==> config.mk <==
export PLATFORM = sky130hd
export DESIGN_NAME = add_one_responder
export DESIGN_NICKNAME = d
export VERILOG_FILES = /design/src/rtl/add_one_pkg.sv /design/src/rtl/p2p_fifo.sv /design/src/rtl/add_one_responder.sv
export SDC_FILE = /design/constraint.sdc
export NUM_CORES = 1
export LEC_CHECK = 0
export CORE_MARGIN = 2
export CORE_UTILIZATION = 25
export CTS_CLUSTER_SIZE = 16
export DETAILED_ROUTE_END_ITERATION = 16
export GPL_ROUTABILITY_DRIVEN = 0
export SLEW_MARGIN = 20
export SYNTH_ARGS = -nofsm -noshare
export SYNTH_HDL_FRONTEND = slang
export SYNTH_SLANG_ARGS = --single-unit
==> constraint.sdc <==
create_clock -name clk -period 2 [get_ports clk]
set_input_delay 0.4 -clock clk [delete_from_list [all_inputs] [get_ports clk]]
set_output_delay 0.4 -clock clk [all_outputs]
set_load 0.01 [all_outputs]
==> src/rtl/add_one_pkg.sv <==
// Shared word type and increment for the add-one channel pair.
// ADD_ONE_SAT_EN selects a saturating increment instead of a modulo wrap.
package add_one_pkg;

    localparam int DATA_W = 32;
    localparam int DEPTH  = 2;

    typedef logic [DATA_W-1:0] word_t;

    function automatic word_t inc_word(input word_t x);
`ifdef ADD_ONE_SAT_EN
        return (&x) ? x : x + word_t'(1);
`else
        return x + word_t'(1);
`endif
    endfunction

endpackage

==> src/rtl/p2p_fifo.sv <==
// Generic DEPTH x W synchronous FIFO for point-to-point channels.
// Latency: a pushed entry is visible on pop_dat the cycle after the push edge.
// Backpressure: push is ignored while full and pop is ignored while empty; there is no bypass.
module p2p_fifo #(
    parameter int DEPTH = 2,
    parameter int W     = 32
) (
    input  logic                     clk,
    input  logic                     rst,
    input  logic                     push,
    input  logic [W-1:0]             push_dat,
    input  logic                     pop,
    output logic [W-1:0]             pop_dat,
    output logic                     full,
    output logic                     empty,
    output logic [$clog2(DEPTH):0]   count
);

    localparam int AW = $clog2(DEPTH);
    localparam int CW = AW + 1;
    localparam logic [AW-1:0] PTR_ONE = AW'(1);
    localparam logic [CW-1:0] CNT_ONE = CW'(1);
    localparam logic [CW-1:0] CNT_MAX = CW'(DEPTH);

    logic [W-1:0]  mem_q [DEPTH];
    logic [W-1:0]  mem_d [DEPTH];
    logic [AW-1:0] wr_ptr_q, wr_ptr_d;
    logic [AW-1:0] rd_ptr_q, rd_ptr_d;
    logic [CW-1:0] count_q, count_d;
    logic          push_ok, pop_ok;

    assign full    = (count_q == CNT_MAX);
    assign empty   = (count_q == '0);
    assign count   = count_q;
    assign pop_dat = empty ? '0 : mem_q[rd_ptr_q];

    always_comb begin
        push_ok  = push & ~full;
        pop_ok   = pop & ~empty;
        mem_d    = mem_q;
        wr_ptr_d = wr_ptr_q;
        rd_ptr_d = rd_ptr_q;
        count_d  = count_q;
        // DEPTH is a power of two, so pointer overflow is the modulo wrap.
        if (push_ok) begin
            mem_d[wr_ptr_q] = push_dat;
            wr_ptr_d        = wr_ptr_q + PTR_ONE;
        end
        if (pop_ok) begin
            rd_ptr_d = rd_ptr_q + PTR_ONE;
        end
        if (push_ok && !pop_ok) begin
            count_d = count_q + CNT_ONE;
        end else if (!push_ok && pop_ok) begin
            count_d = count_q - CNT_ONE;
        end
    end

    always_ff @(posedge clk) begin
        if (rst) begin
            for (int i = 0; i < DEPTH; i++) begin
                mem_q[i] <= '0;
            end
            wr_ptr_q <= '0;
            rd_ptr_q <= '0;
            count_q  <= '0;
        end else begin
            mem_q    <= mem_d;
            wr_ptr_q <= wr_ptr_d;
            rd_ptr_q <= rd_ptr_d;
            count_q  <= count_d;
        end
    end

endmodule

==> src/rtl/add_one_responder.sv <==
// Add-one responder: accepts x, returns x+1 in order (saturating when ADD_ONE_SAT_EN is defined).
// Latency: result valid the cycle after the operand is accepted into an empty FIFO.
// Backpressure: x_in_busy while in the first cycle after reset or while the result FIFO is full.
module add_one_responder
    import add_one_pkg::*;
#(
    parameter int DATA_W = add_one_pkg::DATA_W,
    parameter int DEPTH  = add_one_pkg::DEPTH
) (
    input  logic              clk,
    input  logic              rst,
    output logic              add_one_x_in_busy,
    input  logic              add_one_x_in_vld,
    input  logic [DATA_W-1:0] add_one_x_in_data,
    input  logic              add_one_return_out_busy,
    output logic              add_one_return_out_vld,
    output logic [DATA_W-1:0] add_one_return_out_data
);

    logic                    init_q, init_d;
    logic                    fifo_full, fifo_empty;
    logic                    push, pop;
    logic [DATA_W-1:0]       push_dat;
    logic [$clog2(DEPTH):0]  fifo_count_unused;

    always_comb begin
        init_d = 1'b0;
    end

    always_ff @(posedge clk) begin
        if (rst) begin
            init_q <= 1'b1;
        end else begin
            init_q <= init_d;
        end
    end

    // A full FIFO blocks pushes even on a pop edge: busy is purely registered state.
    assign add_one_x_in_busy      = init_q | fifo_full;
    assign add_one_return_out_vld = ~fifo_empty;

    assign push     = add_one_x_in_vld & ~add_one_x_in_busy;
    assign pop      = add_one_return_out_vld & ~add_one_return_out_busy;
    assign push_dat = DATA_W'(inc_word(word_t'(add_one_x_in_data)));

    p2p_fifo #(
        .DEPTH (DEPTH),
        .W     (DATA_W)
    ) u_fifo (
        .clk      (clk),
        .rst      (rst),
        .push     (push),
        .push_dat (push_dat),
        .pop      (pop),
        .pop_dat  (add_one_return_out_data),
        .full     (fifo_full),
        .empty    (fifo_empty),
        .count    (fifo_count_unused)
    );

endmodule

==> results.md, run 1 <==
- The critical path is of the register to primary output type.
- The clock edge transition at the registers on the reported setup and hold paths is 0.06 ns.
- The number of levels the H-tree was split into is 3.
- Data arrives at the worst endpoint at 1.63 ns.
- The critical path contains buffers and inverters numbering 3 combined.
- The checks that failed: setup timing.
- The multi-input gate area in the final layout is 2320 µm².
- The worst hold path was traced through 3 stages.
- The number of iterations in the first detailed-routing pass is 5.
- The total congestion overflow after global routing is 0.
- By count the netlist is led by dfxtp_1 (69), nor2_1 (68), nand2_1 (37).
- The root buffer cell is clkbuf_16.
- The run finished, with violations left.
- The register-to-register path setup slack is 0.12 ns.
- In this run, the number of DRC markers left after iteration 0 of detailed routing was 340.
- The power density over cell area is 910 nW/µm².
- The library cell occupying the most area in the post-synthesis netlist is dfxtp_1.
- The mean routed wirelength per cell is 15.8 µm.
- The pin slew with the least headroom to its limit is 0.419 ns.
- The slowest stage of the critical path belongs to the cell dfxtp_4.
- The ratio of routed vias to standard cells is 5.06.
- Clock tree synthesis found a total of 69 sinks.
- The initial antenna violation count is 0.
- The synthesized netlist occupies a cell area of 3700 µm².
- The largest driver fanout on the critical path is 15.
- Once detailed placement completed, the half-perimeter wirelength came to 8540 µm.
- The Yosys step of the flow raised 0 warnings.
- The number of diodes added for antenna fixing is 0.
- The fraction of final layout cells sized beyond drive strength 1 is 26.0%.
- Across the routed clock network, the largest skew measured is 0.00656 ns.
- Summed over all cells, the static leakage comes to 2.67 nW.
- For this configuration, the core starts out at a cell density of 25.6%.
- Sorting the synthesized cells by area gives the leading types as dfxtp_1 (37%), mux2i_1 (8.7%), nor2_1 (6.9%), o21ai_0 (4.7%), a211oi_1 (4.7%).
- The total wire length after detailed routing is 12500 µm.
- Counting the buffers created by CTS gives 9.
- TritonCTS built the clock tree.
- The count of final max-slew check failures is 0.
- Hold repair after CTS inserted 0 buffers.
- The relative max-transition margin is 72.1%.
- The count of endpoints failing hold in the final timing report is 0.
- The startpoint identified for the worst register-to-register timing path is u_fifo.count[1].
- The delay of the slowest cell on the worst path is 0.37 ns.
- The total power consumption of the routed design is 5.38 mW.
- The share of the core filled with cells in the final layout is 40.8%.
- From left edge to right edge, the die measures 126 µm.
- The slack of the critical path is -0.0281 ns.
- The first global-routing pass estimated 19800 µm of wire.
- The area growth from synthesis to layout is 59.8%.
- The count of buffers added on input and output ports is 69.
- The number of top-level pins is 70.
- Dividing the final minimum period by the clock period gives 101%.
- Synthesis produced a netlist whose cell count is 457.
- The dominant delay contributor by cell family on the critical path is buffers and inverters.
- The number of nets in the final layout is 644.
- The sequential area share after synthesis is 37.3%.
- The path with the worst hold slack has its endpoint at u_fifo.mem_q[32].
- The tool flagged a number of max-cap violations equal to 0.
- The worst hold path begins at add_one_x_in_data[0].
- The die is 126 µm tall.
- The critical path goes through buf_12, buf_4, mux2i_4, nor2_1, dlygate4sd2_1.
- The worst-skew pair later-pin latency is 0.34 ns.
- The number of library cell types mapped by synthesis is 42.
- The critical path startpoint category is a register.
- The number of nets with antenna violations after routing is 0.
- The register cell area after layout is 1390 µm².
- The worst supply voltage drop on vdd is 0.393 mV.
- The count of flip-flops with a built-in enable after synthesis is 0.
- The post-synthesis net count is 495.
- The standard-cell row count is 44.
- For this run, the top clock speed supported by timing is 493 MHz.
- The area of the placeable core is 14500 µm².
- In the routed design, unresolved DRC markers number 0.
- The worst reg2reg path endpoint is u_fifo.mem_q[63].
- The via count of the first global-routing pass is 4019.
- The final critical-path required period is 2.03 ns.
- The per-instance average area after synthesis is 8.10 µm².
- Setup repair after global routing could not meet its margin everywhere.
- The path class of the tightest hold or removal check is input port to register.
- The overall track demand over capacity in global routing is 15.5%.
- The worst setup path is captured at a primary output.
- The fraction of registers with async set or reset after synthesis is 0%.
- The pre-CTS setup slack is -0.679 ns.
- The routed via count is 4019.
- The setup-violating endpoint count in the final report is 1.
- Counting flops and latches in the post-synthesis netlist gives 69.
- The number of buffers on the longest clock path is 2.
- The most common flop cell mapped by yosys is dfxtp_1.
- The die covers 15800 µm².
- Among all cell types in the netlist, the one instantiated most often is dfxtp_1.
- The synthesized design devotes to its leading area cell type 37.3% of total area.
- The pin count of the biggest net entering global routing is 35.
- For the worst setup path, the data required time is 1.60 ns.
- For the worst flop-to-flop path, the logic depth is 6.
- The filler cells instantiated in the layout total 1450.
==> worst max-delay path by stage <==
stage | start | endpoint | slack, ns | depth (start not counted)
6_report | u_fifo.rd_ptr_q | add_one_return_out_data[22] | -0.03 | 5
5_1_grt | u_fifo.rd_ptr_q | add_one_return_out_data[22] | -0.06 | 5
4_1_cts | u_fifo.rd_ptr_q | add_one_return_out_data[26] | -0.17 | 4
3_5_place_dp | add_one_x_in_data[0] | u_fifo.mem_q[58] | -0.68 | 6
3_3_place_gp | add_one_x_in_data[0] | u_fifo.mem_q[58] | -0.59 | 6
2_1_floorplan | add_one_x_in_data[0] | u_fifo.mem_q[62] | 0.007 | 6
==> layout make-up <==
type / count / share of cell area, %
repair buffers: 173 / 27.2
clock buffers: 9 / 3.81
flip-flops and latches: 69 / 23.5
multi-input cells: 344 / 39.2
clock inverters: 7 / 1.78
inverters: 9 / 0.571
well taps: 184 / 3.89
==> layer usage <==
metal | vias up | share of wire [%] | track usage [%]
li1 | 1982 | - | -
met5 | - | 0 | 0
met2 | 108 | 48 | 25.5
met3 | 14 | 5.3 | 3.23
met4 | 0 | 1.3 | 5.62
met1 | 1915 | 46 | 20.0
==> repair_timing <==
action	in CTS	in global routing
setup buffers	7	14
resized for setup	44	78
gates cloned	1	1
endpoints found under the setup margin	63	39
endpoints found under the hold margin	0	0
pin swaps	9	9
==> power breakdown <==
part	switching, mW	leakage (nW)	internal, mW
registers	0.121	0.565	1.54
clock network	0.675	0.159	1.11
logic	0.925	1.95	1.01
total	1.72	2.67	3.66
==> state kept, by name, indices dropped and copies added (netlist names) <==
signal / flops
init_q: 1
u_fifo.count: 2
u_fifo.mem_q: 64
u_fifo.rd_ptr_q: 1
u_fifo.wr_ptr_q: 1
==> worst min-delay path, delay by kind of cell <==
kind,cells,cell delay (ns)
AOI/OAI and AO/OA,1,0.05
buffers and inverters,2,0.26
==> placed cells by master (no fill, tap or decap), drive strengths merged, types with 2 or more instances in the layout <==
cell type | Yosys | layout
buf | 7 | 103
nand2 | 37 | 37
a211oi | 23 | 23
o211ai | 10 | 10
or2 | 2 | 2
inv | 9 | 13
dlygate4sd2 | 0 | 15
mux2i | 32 | 32
clkbuf | 29 | 16
nor3 | 8 | 8
clkdlybuf4s15 | 0 | 5
dfxtp | 69 | 69
a31oi | 2 | 2
and4 | 8 | 8
a211o | 4 | 4
a32oi | 3 | 3
clkdlybuf4s50 | 0 | 8
nor4 | 9 | 9
dlymetal6s2s | 0 | 35
nor2 | 68 | 68
nand4 | 12 | 12
nand3 | 17 | 17
or3 | 14 | 14
xnor2 | 12 | 12
xor2 | 4 | 4
a21oi | 6 | 6
or4 | 14 | 15
bufinv | 0 | 2
ha | 2 | 2
a311oi | 9 | 9
o21ai | 35 | 35
==> metrics by stage <==
step / TNS [ns] / instance area [µm²] / cells / hold WS, ns
after global routing: -0.0894 / 5910 / 795 / 0.455
after detailed placement: -18.88 / 5140 / 757 / 0.444
after CTS: -2.64 / 5570 / 780 / 0.457
final: -0.0281 / 5910 / 795 / 0.433
after floorplan: 0 / 3710 / 457 / 0.425
after global placement: -17.59 / 5140 / 757 / 0.435
==> cells by family after synthesis <==
logic type	synth area share (%)
AO/OA/AOI/OAI	17.5
adder cells (fa/ha/maj)	0.676
flip-flops	37.3
AND/OR/NAND/NOR	27.0
multiplexers	8.65
XOR/XNOR	3.79
buffers and inverters	5.00
No activity file was read; power rests on OpenSTA's default activity.
==> run 2: changes to the inputs <==
MAX_ROUTING_LAYER = met4   (was not set)
==> results.md, run 2 (same netlist as run 1, synthesis figures left out) <==
- Dividing total power by cell area gives a power density of 914 nW/µm².
- For this run, the share of the core covered by cells in the final layout is 40.6%.
- OpenSTA, run right after detailed placement, puts the worst setup slack at -0.679 ns.
- The critical path startpoint category is a register.
- TritonCTS built the clock tree.
- Counting flops per register, the top entry is u_fifo.mem_q.
- Summing all flip-flop and latch instances after layout gives 1390 µm².
- The most critical setup path has its startpoint at u_fifo.rd_ptr_q.
- The detail route stage leaves a number of antenna-violating nets equal to 0.
- The overall die area is 15800 µm².
- The worst hold path class is input port to register.
- The total power consumption of the routed design is 5.38 mW.
- Of all nets on the critical path, the largest fanout is 15.
- The total internal power is 3.64 mW.
- The die is 126 µm tall.
- For this run, design rule violations remaining after detail routing come to 0.
- The run finished, with violations left.
- The number of DRC markers in iteration 0 is 269.
- In the routed layout, each cell is associated on average with a via count of 5.06.
- The count of buffers inserted at the top-level ports is 69.
- The pre-antenna-repair detailed-routing pass consisted of 7 iterations.
- The library cell used most frequently in the layout, excluding fill and tap cells, is buf_4.
- The peak clock frequency supported by timing is 475 MHz.
- The number of top-level pins is 70.
- The wire length of the first global-routing pass is 19800 µm.
- The analysis attributes to cell leakage a power of 2.59 nW.
- Entering global routing, the biggest net connects 35 pins.
- The number of CTS-inserted buffers is 9.
- The register share of total power is 30.7%.
- The number of diodes added for antenna fixing is 0.
- Global routing consumed, over all layers together, 15.9% of the routing resources.
- Leaving out fill and tap cells, the most frequent cells in the layout are buf_4 (97), nor2_1 (66), dfxtp_1 (66).
- In this run the power spent charging and discharging nets is 1.74 mW.
- The final reports fail on setup timing.
- The worst setup path is captured at a primary output.
- The initial core utilization is 25.6%.
- The worst pin sits at a relative slew slack of 72.2%.
- The register with the most flip-flops in the layout has 64 of them.
- The critical path start-end classification is register to primary output.
- Summing over every cut layer, the via total after detailed routing is 4036.
- The clock reaches the later pin of the worst-skew pair after 0.34 ns.
- In this run the critical register-to-register path is launched from u_fifo.count[1].
- In this run the number of H-tree levels came out at 3.
- The total wire length after detailed routing is 12600 µm.
- The tree is rooted in a clkbuf_16.
- Setup repair after global routing could not meet its margin everywhere.
- The final layout contains 646 nets.
- Subtracting the final worst setup slack from the clock period gives 2.10 ns.
- The setup-violating endpoint count in the final report is 6.
- The pin slew with the least headroom to its limit is 0.417 ns.
- From synthesis to final layout, the design area changed by 59.0%.
- The total number of clock tree sinks is 69.
- The count of final max-slew check failures is 0.
- The number of fillers in the final layout is 1448.
- The reported max-cap violation count is 0.
- In the final routed layout, each cell accounts on average for 15.8 µm.
- The initial antenna violation count is 0.
- Between clock sinks in the finished design, the worst skew comes to 0.00944 ns.
- Data on the critical path is required at its endpoint by 1.60 ns.
- The die boundary width is 126 µm.
- The count of endpoints failing hold in the final timing report was 0.
- Of the total power, combinational logic draws 35.8%.
- The post-route fraction of the period consumed by the critical path is 105%.
- The worst hold path begins at add_one_x_in_data[0].
- The clock network accounts for 33.4% of the total power.
- In this run switching power makes up 32.3% of total power.
- The worst supply voltage drop on vdd is 0.396 mV.
- The HPWL reported at the end of detailed placement is 8540 µm.
- The area of the placeable core is 14500 µm².
- The multi-input gate area in the final layout is 2290 µm².
- At the worst endpoint, the arrival time is 1.70 ns.
- The clock edge transition at the registers on the reported setup and hold paths is 0.07 ns.
- Setup slack on the critical path of the routed design comes to -0.103 ns.
- The standard-cell row count is 44.
- The fraction of final layout cells sized beyond drive strength 1 is 25.4%.
- The via count of the first global-routing pass is 4020.
- The total congestion overflow after global routing is 0.
- The clock passes through at most 2 buffers.
-- run 2: changes by cell type in the layout (fill, tap and decap cells not counted), moves of 2 or more --
| cell | change |
|---|---|
| mux2i_4 | -3 |
| clkbuf_2 | -3 |
| buf_4 | +4 |
| buf_6 | -2 |
| clkdlybuf4s15_1 | +2 |
| dlymetal6s2s_1 | -5 |
| clkdlybuf4s50_1 | +5 |
| mux2i_1 | +2 |
-- run 2: worst max-delay path, cell delays in order (launching register included) --
cell and delay, ns:
dfxtp_4 0.37, buf_12 0.17, mux2i_2 0.27, nor2_1 0.07, clkdlybuf4s50_1 0.48
-- run 2: what timing repair did --
| action | CTS | global route |
|---|---|---|
| hold buffers | 0 | 0 |
| setup buffers | 7 | 16 |
| gates cloned | 1 | 1 |
| endpoints found under the setup margin | 63 | 40 |
| pin swaps | 9 | 8 |
| gates resized for setup | 44 | 64 |
-- run 2: cell type report --
class / count / area share (%)
well taps: 184 / 3.91
flip-flops and latches: 69 / 23.6
multi-input cells: 344 / 38.9
repair buffers: 175 / 27.4
clock buffers: 9 / 3.83
clock inverters: 7 / 1.79
inverters: 9 / 0.574
-- run 2: worst paths after layout --
kind | to | slack (ns) | depth (start not counted)
worst max-delay path | add_one_return_out_data[14] | -0.10 | 4
worst max register to register | u_fifo.mem_q[63] | 0.12 | 6
worst min-delay path | u_fifo.mem_q[32] | 0.43 | 3
worst min register to register | u_fifo.mem_q[13] | 0.45 | 2
-- run 2: power groups by stage --
| stage | Sequential (mW) | Combinational (mW) | Clock [mW] |
|---|---|---|---|
| 2_1_floorplan | 1.61 | 0.832 | 0 |
| 3_3_place_gp | 1.64 | 1.50 | 0 |
| 3_5_place_dp | 1.65 | 1.53 | 0 |
| 4_1_cts | 1.63 | 1.57 | 1.82 |
| 5_1_grt | 1.67 | 2.09 | 1.86 |
| 6_report | 1.65 | 1.93 | 1.80 |
-- run 2: routing by layer --
| metal | vias to the layer above | GRT usage [%] | share of wire [%] |
|---|---|---|---|
| met2 | 114 | 25.5 | 48 |
| met5 | - | - | 0 |
| met1 | 1913 | 20.0 | 46 |
| met3 | 19 | 2.51 | 4.9 |
| li1 | 1990 | - | - |
| met4 | 0 | 6.60 | 1.7 |
-- run 2: metrics by stage --
step	setup TNS, ns	cell area (µm²)	hold WS (ns)	instances
6_report	-0.443	5880	0.428	797
2_1_floorplan	0	3710	0.425	457
3_5_place_dp	-18.88	5140	0.444	757
3_3_place_gp	-17.59	5140	0.435	757
5_1_grt	-0.852	5880	0.457	797
4_1_cts	-2.64	5570	0.457	780
==> run 3: changes to the inputs <==
SYNTH_HIERARCHICAL = 1   (was not set)
clock period = 2.61 ns   (was 2 ns; I/O delays follow)
==> results.md, run 3 <==
- The run finished with clean final reports.
- The topmost layer with routed signal wires is met4.
- The pin count of the biggest net entering global routing is 67.
- Yosys mapped the design onto 34 distinct sky130hd cell types.
- The commonest cells after synthesis are dfxtp_1 (69), nand2b_1 (67), mux2i_1 (64).
- The clock tree from TritonCTS is done.
- Yosys printed 6 warnings.
- The startpoint of the tightest hold check path is u_fifo/mem_q[13].
- For the worst flop-to-flop path, the logic depth is 9.
- After floorplanning, the core was divided into 46 placement rows.
- The arrival time of the worst setup path is 1.96 ns.
- Synthesis handed over a netlist of 476 instances.
- The worst register-to-register path ends at u_fifo/count[1].
- For the worst setup path, the data required time is 2.09 ns.
- Among cell families on the critical path, the largest total delay comes from buffers and inverters.
- Once the clock tree was built, the resizer swapped 0 gates to a different size.
- The via count of the first global-routing pass is 3539.
- The ratio of routed vias to standard cells is 4.51.
- The synthesized design devotes to its leading area cell type 34.0% of total area.
- The initial antenna violation count is 0.
- The total wire length after detailed routing is 10800 µm.
- After synthesis the netlist holds a flip-flop and latch count of 69.
- In this run, synthesis inferred 0 flip-flops with an integrated enable.
- The worst hold path belongs to the class register to register.
- For the final database, setup skew stands at 0.00864 ns.
- The number of flip-flops under the largest register name is 64.
- In this run the count of I/O pins placed on the die edge is 70.
- The category of the worst setup path capture point is a primary output.
- For this run, the register share of the synthesized area comes to 34.0%.
- For this design the static power due to leakage is 1.81 nW.
- The remaining design rule violation count is 0.
- The number of diodes added for antenna fixing is 0.
- The per-instance average area after synthesis is 8.54 µm².
- The critical path startpoint category is a register.
- The total met3 wirelength after detailed routing is 421 µm.
- Along the worst path, the maximum fanout reaches 16.
- The setup check on the worst reg-to-reg path leaves a slack of 0.28 ns.
- The first detailed-routing pass ran for 4 iterations.
- The fraction of final layout cells sized beyond drive strength 1 is 8.67%.
- Detailed routing placed a total of 5250 µm of wire on met2.
- The detailed-routing wirelength on met1 is 5060 µm.
- The die boundary width is 131 µm.
- The worst supply voltage drop on vdd is 0.329 mV.
- Setup repair after global routing left no endpoint under its margin.
- The wire length of the first global-routing pass is 17800 µm.
- The share of the core filled with cells in the final layout is 33.2%.
- The setup-violating endpoint count in the final report is 0.
- Global routing finished with a remaining overflow of 0.
- Relative to the synthesized area, the layout overhead comes to 29.8%.
- Adding up every negative setup slack in the final design gives 0 ns.
- The largest individual stage delay along the critical path comes from the cell dfxtp_2.
- The number of nets with antenna violations after routing is 0.
- The most common flop cell mapped by yosys is dfxtp_1.
- The number of DRC markers in iteration 0 is 207.
- After synthesis, the cell types taking the most area are dfxtp_1 (34%), mux2i_1 (16%), nand2b_1 (10%), o21ai_0 (7.1%), xor2_1 (5.0%).
- The total power consumption of the routed design is 3.08 mW.
- The area of the placeable core is 15900 µm².
- The synthesized design spends more area on one cell type than any other, namely dfxtp_1.
- The critical path contains buffers and inverters numbering 2 combined.
- The routed layout has 3418 vias.
- The number of CTS-inserted buffers is 9.
- Based on the critical path, the design can be clocked at up to 403 MHz.
- The number of buffers on the longest clock path is 2.
- The worst hold path endpoint is u_fifo/mem_q[13].
- Once the floorplan was initialized, standard cells occupied 25.6% of the core.
- Across the run, the number of max-cap violations was 0.
- Traced cell by cell, the critical path runs through buf_12, mux2i_1, nor2_1, clkdlybuf4s50_1.
- The number of levels the H-tree was split into is 3.
- The launch point of the worst reg-to-reg path is u_fifo/count[0].
- The post-placement cell count is 743.
- Measured against its own limit, the worst slew margin works out to 63.7%.
- The critical path start-end classification is register to primary output.
- More flip-flops sit in one register than any other, and that register is u_fifo/mem_q.
- The worst-skew pair later-pin latency is 0.32 ns.
- In the layout the commonest cells are dfxtp_1 (68), clkdlybuf4s50_1 (68), nand2b_1 (67).
- The count of endpoints failing hold in the final timing report is 0.
- The clock edge transition at the registers on the reported setup and hold paths is 0.05 ns.
- At the pin with the least slew margin, the transition time is 0.545 ns.
- The fraction of registers with async set or reset after synthesis is 0%.
- The final critical-path required period is 2.48 ns.
- The most frequent cell after synthesis is dfxtp_1.
- The count of cells in the finished layout, fillers not included, comes to 758.
- The count of hold-fix buffers inserted at cts is 0.
- The delay of the slowest cell on the worst path is 0.58 ns.
- The root buffer cell is clkbuf_16.
- Counting every net in the synthesized netlist gives 514.
- The number of buffers added for setup after CTS is 0.
- The final hold slack is 0.474 ns.
- The post-route fraction of the period consumed by the critical path is 95.1%.
- The vertical die dimension is 131 µm.
- The count of final max-slew check failures came to 0.
- The total number of clock tree sinks is 69.
- The cell area that synthesis handed to floorplanning was 4060 µm².
- The overall track demand over capacity in global routing is 13.0%.
- The number of stages on the worst hold path is 2.
- The number of nets in the final layout is 576.
- In this run the tool buffered the top-level ports with 69 buffer cells.
- The power density over cell area is 585 nW/µm².
- The die covers 17300 µm².
- The mean routed wirelength per cell is 14.2 µm.
- Once detailed placement completed, the half-perimeter wirelength came to 7440 µm.
==> run 3: cell types whose count changed after synthesis, sizes merged, moves of 19 or more <==
cell,previous run,this run
nand2b,0,68
mux2i,32,64
o21ai,35,67
nor2b,1,32
nand2,37,9
nor2,68,44
a211oi,23,0
xor2,4,23
==> run 3: cell type report <==
class                           count  area (µm²)
Timing Repair Buffer               85         843
Fill cell                        1662       10600
Multi-Input combinational cell    364        2460
Sequential cell                    69        1380
Tap cell                          216         270
Clock inverter                      1        5.00
Clock buffer                       14         274
Inverter                            9        33.8
==> run 3: routing by layer <==
layer  up-vias  GRT usage (%)
li1       1719              -
met1      1621           16.5
met2        76           21.5
met3         2           2.08
met4         0           3.62
met5         -              -
==> run 3: cells by family (layout without fill, tap and decap cells) <==
group	count (synthesis)	count (layout)	share of synthesized area (%)
multiplexers	64	64	15.8
adder cells (fa/ha/maj)	2	2	0.616
XOR/XNOR	33	33	7.11
flip-flops	69	69	34.0
AND/OR/NAND/NOR	196	196	28.6
AO/OA/AOI/OAI	69	69	8.50
buffers and inverters	43	109	5.42
==> run 3: tightest hold or removal path: stages, from the launching register on <==
cell and delay [ns]:
dfxtp_1 0.31, nand2b_1 0.06, mux2i_1 0.06
==> run 3: worst max-delay path by stage <==
stage                               from                           to  slack, ns  depth (start not counted)
floorplan                u_fifo/count[0]              u_fifo/count[1]       0.35                         10
global route             u_fifo/rd_ptr_q  add_one_return_out_data[31]       0.03                          4
finish                   u_fifo/rd_ptr_q   add_one_return_out_data[1]       0.13                          4
CTS                      u_fifo/rd_ptr_q   add_one_return_out_data[7]       0.12                          4
detailed placement  add_one_x_in_data[0]             u_fifo/mem_q[56]      -0.04                          9
global placement    add_one_x_in_data[0]             u_fifo/mem_q[26]       0.02                          9
==> run 3: where the power goes <==
group	switching [mW]	internal, mW
Sequential	0.0579	1.13
Combinational	0.422	0.334
Clock	0.425	0.715
Total	0.905	2.18
==> run 3: metrics by stage <==
stage / setup WS, ns / area, µm²
global placement: 0.0240 / 4990
floorplan: 0.353 / 4060
detailed placement: -0.0417 / 4990
finish: 0.127 / 5270
CTS: 0.124 / 5270
global route: 0.0281 / 5270
